**src/rtl/ov7670_stream_gen_if.sv**
```systemverilog
// OV7670 camera output bundle: pixel clock, syncs and byte data.
interface ov7670_stream_gen_if;
    logic       pclk;
    logic       vsync;
    logic       href;
    logic [7:0] data;

    modport master (output pclk, vsync, href, data);
    modport slave  (input  pclk, vsync, href, data);
endinterface

```
**src/rtl/ov7670_stream_gen.sv**
```systemverilog
// OV7670 QQVGA output emulator: divided pclk, frame/line timing FSM and
// RGB565 test patterns, two bytes per pixel, high byte first.
module ov7670_stream_gen #(
    parameter int IMG_WIDTH  = 160,
    parameter int IMG_HEIGHT = 120,
    parameter int PCLK_DIV   = 4,
    parameter int H_BLANK    = 144,
    parameter int VS_LINES   = 3,
    parameter int V_BACK     = 17,
    parameter int V_FRONT    = 10
) (
    input  logic                  clk,
    input  logic                  reset,
    input  logic                  enable,
    input  logic [1:0]            pattern_sel,
    input  logic [15:0]           solid_rgb565,
    ov7670_stream_gen_if.master   cam,
    output logic                  busy,
    output logic                  frame_done,
    output logic [15:0]           frame_cnt
);
    localparam int SLOTS = 2*IMG_WIDTH + H_BLANK;
    localparam int ACT   = 2*IMG_WIDTH;
    localparam int HALF  = PCLK_DIV/2;
    localparam int BARW  = IMG_WIDTH/8;
    localparam int DW    = $clog2(PCLK_DIV);
    localparam int BW    = $clog2(SLOTS);
    localparam int LW    = $clog2(IMG_HEIGHT + V_BACK + V_FRONT + VS_LINES + 1);
    localparam int XW    = (BARW > 1) ? $clog2(BARW) : 1;

    typedef enum logic [2:0] {IDLE, VSYNC, VBACK, ACTIVE, VFRONT} state_t;

    state_t          state, state_nxt;
    logic [DW-1:0]   div_cnt;
    logic            tick;
    logic [BW-1:0]   bcnt, bcnt_nxt;
    logic [LW-1:0]   lcnt, lcnt_nxt;
    logic            eol, frame_end, start;
    logic [1:0]      pat_q;
    logic [15:0]     solid_q;
    logic [XW-1:0]   bar_cnt;
    logic [2:0]      bar_idx;
    logic            href_i;
    logic [15:0]     bar_rgb, pix;
    logic [4:0]      gx;
    logic [5:0]      gy;

    // Tick is the wrap of the divider, which is also the pclk falling edge.
    assign tick = (div_cnt == DW'(PCLK_DIV-1));

    // Free-running pclk divider; pclk is high for the upper half of the count.
    always_ff @(posedge clk or posedge reset) begin
        if (reset) begin
            div_cnt  <= '0;
            cam.pclk <= 1'b0;
        end else if (tick) begin
            div_cnt  <= '0;
            cam.pclk <= 1'b0;
        end else begin
            div_cnt  <= div_cnt + 1'b1;
            cam.pclk <= (int'(div_cnt) + 1) >= HALF;
        end
    end

    assign eol = (bcnt == BW'(SLOTS-1));

    // Next frame/line position; zero-length back/front porches are skipped.
    always_comb begin
        state_nxt = state;
        lcnt_nxt  = lcnt;
        bcnt_nxt  = (state == IDLE || eol) ? '0 : bcnt + 1'b1;
        frame_end = 1'b0;
        start     = 1'b0;
        case (state)
            IDLE: if (enable) begin
                state_nxt = VSYNC;
                lcnt_nxt  = '0;
                start     = 1'b1;
            end
            VSYNC: if (eol) begin
                if (lcnt == LW'(VS_LINES-1)) begin
                    lcnt_nxt  = '0;
                    state_nxt = (V_BACK > 0) ? VBACK : ACTIVE;
                end else lcnt_nxt = lcnt + 1'b1;
            end
            VBACK: if (eol) begin
                if (lcnt == LW'(V_BACK-1)) begin
                    lcnt_nxt  = '0;
                    state_nxt = ACTIVE;
                end else lcnt_nxt = lcnt + 1'b1;
            end
            ACTIVE: if (eol) begin
                if (lcnt == LW'(IMG_HEIGHT-1)) begin
                    lcnt_nxt  = '0;
                    state_nxt = VFRONT;
                    frame_end = (V_FRONT == 0);
                end else lcnt_nxt = lcnt + 1'b1;
            end
            VFRONT: if (eol) begin
                if (lcnt == LW'(V_FRONT-1)) frame_end = 1'b1;
                else lcnt_nxt = lcnt + 1'b1;
            end
            default: state_nxt = IDLE;
        endcase
        if (frame_end) begin
            state_nxt = enable ? VSYNC : IDLE;
            lcnt_nxt  = '0;
            start     = enable;
        end
    end

    // State, counters, per-frame latches and bar tracking advance on ticks.
    always_ff @(posedge clk or posedge reset) begin
        if (reset) begin
            state      <= IDLE;
            bcnt       <= '0;
            lcnt       <= '0;
            frame_cnt  <= '0;
            frame_done <= 1'b0;
            pat_q      <= '0;
            solid_q    <= '0;
            bar_cnt    <= '0;
            bar_idx    <= '0;
        end else begin
            frame_done <= tick && frame_end;
            if (tick) begin
                state <= state_nxt;
                bcnt  <= bcnt_nxt;
                lcnt  <= lcnt_nxt;
                if (frame_end) frame_cnt <= frame_cnt + 1'b1;
                if (start) begin
                    pat_q   <= pattern_sel;
                    solid_q <= solid_rgb565;
                end
                if (!href_i) begin
                    bar_cnt <= '0;
                    bar_idx <= '0;
                end else if (bcnt[0]) begin
                    if (bar_cnt == XW'(BARW-1)) begin
                        bar_cnt <= '0;
                        bar_idx <= bar_idx + 1'b1;
                    end else bar_cnt <= bar_cnt + 1'b1;
                end
            end
        end
    end

    assign href_i = (state == ACTIVE) && (bcnt < BW'(ACT));
    assign gx     = 5'(bcnt >> 1);
    assign gy     = 6'(lcnt);

    // Pixel color for the current slot from the latched pattern.
    always_comb begin
        bar_rgb = 16'h0000;
        case (bar_idx)
            3'd0: bar_rgb = 16'hFFFF;
            3'd1: bar_rgb = 16'hFFE0;
            3'd2: bar_rgb = 16'h07FF;
            3'd3: bar_rgb = 16'h07E0;
            3'd4: bar_rgb = 16'hF81F;
            3'd5: bar_rgb = 16'hF800;
            3'd6: bar_rgb = 16'h001F;
            default: bar_rgb = 16'h0000;
        endcase
        pix = solid_q;
        case (pat_q)
            2'd0: pix = solid_q;
            2'd1: pix = bar_rgb;
            2'd2: pix = {gx, gy, frame_cnt[4:0]};
            default: pix = (gx[3] ^ gy[3]) ? 16'hFFFF : 16'h0000;
        endcase
    end

    assign busy      = (state != IDLE);
    assign cam.vsync = (state == VSYNC);
    assign cam.href  = href_i;
    assign cam.data  = href_i ? (bcnt[0] ? pix[7:0] : pix[15:8]) : 8'h00;
endmodule

```
**src/flat_wrapper.sv**
```systemverilog
// flat-port wrapper written by rule: the top's interface ports become plain ports
module ov7670_stream_gen_flat 
#(
    parameter int IMG_WIDTH  = 160,
    parameter int IMG_HEIGHT = 120,
    parameter int PCLK_DIV   = 4,
    parameter int H_BLANK    = 144,
    parameter int VS_LINES   = 3,
    parameter int V_BACK     = 17,
    parameter int V_FRONT    = 10
)
  (clk, reset, enable, pattern_sel, solid_rgb565, busy, frame_done, frame_cnt, cam_pclk, cam_vsync, cam_href, cam_data);
  ov7670_stream_gen_if cam_i ();
  input  logic clk;
  input  logic reset;
  input  logic enable;
  input  logic [1:0] pattern_sel;
  input  logic [15:0] solid_rgb565;
  output logic busy;
  output logic frame_done;
  output logic [15:0] frame_cnt;
  output wire logic [$bits(cam_i.pclk)-1:0] cam_pclk;
  output wire logic [$bits(cam_i.vsync)-1:0] cam_vsync;
  output wire logic [$bits(cam_i.href)-1:0] cam_href;
  output wire logic [$bits(cam_i.data)-1:0] cam_data;
  assign cam_pclk = cam_i.pclk;
  assign cam_vsync = cam_i.vsync;
  assign cam_href = cam_i.href;
  assign cam_data = cam_i.data;
  ov7670_stream_gen #(.IMG_WIDTH(IMG_WIDTH), .IMG_HEIGHT(IMG_HEIGHT), .PCLK_DIV(PCLK_DIV), .H_BLANK(H_BLANK), .VS_LINES(VS_LINES), .V_BACK(V_BACK), .V_FRONT(V_FRONT)) u_core (.clk(clk), .reset(reset), .enable(enable), .pattern_sel(pattern_sel), .solid_rgb565(solid_rgb565), .cam(cam_i), .busy(busy), .frame_done(frame_done), .frame_cnt(frame_cnt));
endmodule
```
**config.mk**
```make
export PLATFORM = sky130hd
export DESIGN_NAME = ov7670_stream_gen_flat
export DESIGN_NICKNAME = d
export VERILOG_FILES = /design/src/rtl/ov7670_stream_gen_if.sv /design/src/rtl/ov7670_stream_gen.sv /design/src/flat_wrapper.sv
export SDC_FILE = /design/constraint.sdc
export NUM_CORES = 1
export LEC_CHECK = 0
export ABC_AREA = 1
export BUFFER_PORTS_ARGS = -buffer_cell sky130_fd_sc_hd__buf_2
export CAP_MARGIN = 15
export CORE_MARGIN = 3
export CORE_UTILIZATION = 40
export CTS_CLUSTER_SIZE = 14
export DETAILED_ROUTE_END_ITERATION = 10
export RECOVER_POWER = 50
export SYNTH_ARGS = -nofsm -noshare
export SYNTH_HDL_FRONTEND = slang
export SYNTH_SLANG_ARGS = --single-unit
```
**constraint.sdc**
```tcl
create_clock -name clk -period 2.52 [get_ports clk]
set_input_delay 0.504 -clock clk [delete_from_list [all_inputs] [get_ports clk]]
set_output_delay 0.504 -clock clk [all_outputs]
set_load 0.1 [all_outputs]
```
==> metrics.yaml <==
synth:
  synth_cell_types: 38
  synth.most_common_cell: "nand2_1"
  synth_edf_count: 0
  yosys-top-cells-count: "187 x nand2_1, 82 x nand3_1, 65 x dfrtp_1"
  netlist_area_mm2: 0.00432
  ys_seq_elements: 65
  synth_seq_area_share: 0.376
  yosysTopAreaCellShare: 0.376
  synth_area_leader_cell: "dfrtp_1"
  synth-async-reset-ratio: 1.00
  synthTopCellsByArea: "dfrtp_1 38%, nand2_1 16%, nand3_1 9.5%, nor2_1 4.3%, o21ai_0 3.9%"
  ys.flop_type: "dfrtp_1"
  synthesis.nets: 634
  synth_warnings: 0
  synth_cells: 600
  syn_area_per_cell_um2: 7.21
placement:
  dpl.hpwl_mm: 8.48
  finalWeightedCongestion: 0.877
  placedCellCount: 783
  portBuffers: 49
global_route:
  antenna_found_initial: 0
  overflow: 0
  grtUsageTotal: 0.195
  grt_max_degree: 29
  grt_pass1_vias: 3916
  grt_pass1_wl_mm: 18.6
cells_and_area:
  fin_cells: 801
  postLayoutCoreUtil: 0.499
  drive_gt1_frac: 0.215
  finalNetCount: 694
  area_growth_pct: 20.1
  fill_cells: 1045
  n_antenna_cell: 0
timing:
  fmax_mhz: 381
  setup_violations: 6
  report.final.slew_viol_count: 0
  relSlewSlack: 0.167
  rsz0062_at_grt: "yes"
  fin_skew_ns: 0.0110
  finalCritPeriodShare: 1.04
  tightest_slew_ns: 1.25
  fin_ws_ns: -0.102
  timing.hold.ws_ns: 0.354
  final-hold-violation-count: 0
  fin_crit_ns: 2.62
setup_path:
  cp_num_buf_inv: 2
  path_class: "reg -> out"
  critPathMaxFanout: 3
  start_kind: "flip-flop"
  cp.required_ns: 2.02
  cpPeakStageDelay_ns: 0.41
  cpMaxStageDelayCell: "dfrtp_1"
  crit_family: "flip-flops"
  arrival_ns: 2.12
  endpoint_kind: "output pin"
  path_cells: "ha_2 > ha_4 > nor2_2 > nand2_1 > o211ai_1 > buf_4 > nand4_1 > o21ai_2 > a21oi_4 > buf_12"
power_and_ir_drop:
  leakage_nw: 2.42
  peakVddDrop_v: 0.000657
  p_per_area_mw_per_mm2: 888
  total_power_w: 0.00461
detailed_routing:
  vias: 4128
  wire_per_inst_um: 13.9
  antenna_left: 0
  routed_wl_mm: 11.2
  drtPass1Iterations: 4
  drc: 0
  drt_iter0_drc: 248
  via_per_inst: 5.15
clock_network:
  clk_latency_ns: 0.35
  postCtsHoldBufs: 0
  path_clk_slew_ns: 0.07
  cts-root-buf: "clkbuf_8"
  cts_made_buffers: 9
  cts_tree: "built"
  cts.htree.levels: 3
  cts_max_path_buffers: 2
  cts_sinks: 65
floorplan:
  num_rows: 37
  design.die.area_mm2: 0.0121
  die_h_um: 110
  core_area_mm2: 0.0104
  initial_utilization: 0.415
  num_io_pins: 50
  die_w_um: 110
worst_hold_path:
  hold_path.class: "in -> async"
outcome:
  status: "finished with violations"
  violations: "setup timing"
run:
  cap_violations: 0
==> worst paths after layout <==
kind                       depth (start not counted)              endpoint  slack [ns]         startpoint
setup / recovery                                  10           cam_data[7]       -0.10  u_core.bar_idx[0]
hold / removal                                     2  u_core.frame_cnt[13]        0.35              reset
setup reg to reg                                  10        u_core.lcnt[3]        0.57     u_core.bcnt[0]
hold reg to reg                                    1     u_core.div_cnt[0]        0.44  u_core.div_cnt[0]
max in group asynchronous                          3     u_core.solid_q[8]        0.45              reset
min in group clk                                   3    u_core.solid_q[14]        0.38   solid_rgb565[14]
==> per-layer routing <==
metal  share of wire  track usage
met1            0.47        0.271
met2            0.47        0.312
met3           0.048       0.0274
met4           0.014       0.0650
met5               0            0
==> metrics by stage <==
| stage | TNS (ns) | worst slack (ns) | cell area, µm² |
|---|---|---|---|
| 6_report | -0.524 | -0.102 | 5190 |
| 5_1_grt | -0.922 | -0.179 | 5190 |
| 4_1_cts | -0.136 | -0.0457 | 5180 |
| 3_5_place_dp | 0 | 0.142 | 4970 |
| 3_3_place_gp | 0 | 0.199 | 4970 |
| 2_1_floorplan | 0 | 0.00407 | 4450 |
==> final cells by class <==
type | instances | area (µm²) | share of cell area
multi-input combinational | 465 | 2550 | 0.491
sequential | 65 | 1630 | 0.313
timing repair buffer | 60 | 443 | 0.0853
inverter | 59 | 229 | 0.0441
tap | 136 | 170 | 0.0328
clock buffer | 12 | 145 | 0.0279
clock inverter | 4 | 28.8 | 0.00554
==> flip-flops by register name (all words and copies together) (netlist names) <==
name,count
u_core.bar_cnt,5
u_core.bar_idx,3
u_core.bcnt,9
u_core.cam.pclk,1
u_core.div_cnt,1
u_core.frame_cnt,16
u_core.frame_done,1
u_core.lcnt,8
u_core.pat_q,2
u_core.solid_q,16
u_core.state,3
==> placed cells by master, fill, tap and decap left out, types with 11 or more instances in the layout <==
master | synthesis | final
dfrtp_1 | 65 | 65
inv_1 | 45 | 43
nand2_1 | 187 | 183
inv_2 | 12 | 12
nand3_1 | 82 | 82
o21ai_0 | 34 | 27
ha_1 | 13 | 11
nor2_1 | 49 | 47
nand2_2 | 16 | 19
buf_2 | 4 | 36
==> what timing repair did <==
item / in CTS / in global routing
buffers inserted: 1 / 1
gates resized for setup: 18 / 8
endpoints found under the setup margin: 8 / 8
pin swaps: 5 / 12
==> logic make-up (layout without fill, tap and decap cells) <==
group | Yosys count | in the layout | share of synthesized area
xor gates and xnor gates | 10 | 10 | 0.0203
and+or+nand+nor | 380 | 380 | 0.417
buffers and inverters | 70 | 135 | 0.0729
adders and majority gates | 13 | 13 | 0.0376
AOI/OAI and AO/OA | 62 | 62 | 0.0764
DFF | 65 | 65 | 0.376
==> worst register-to-register path, delay by kind of cell (launching register included) <==
family	cells	cell delay, ns
flops	1	0.43
buf+inv	1	0.11
fa+ha+maj	1	0.19
simple gates	8	1.12
==> power breakdown <==
group          leakage [nW]  internal (W)  total [W]  switching, W
Combinational          1.47      0.000748    0.00233       0.00158
Sequential            0.867       0.00125    0.00149      0.000240
Clock                0.0826      0.000384   0.000786      0.000402
Total                  2.42       0.00239    0.00461       0.00223
Note: power is estimated with default switching activity, not from simulation.
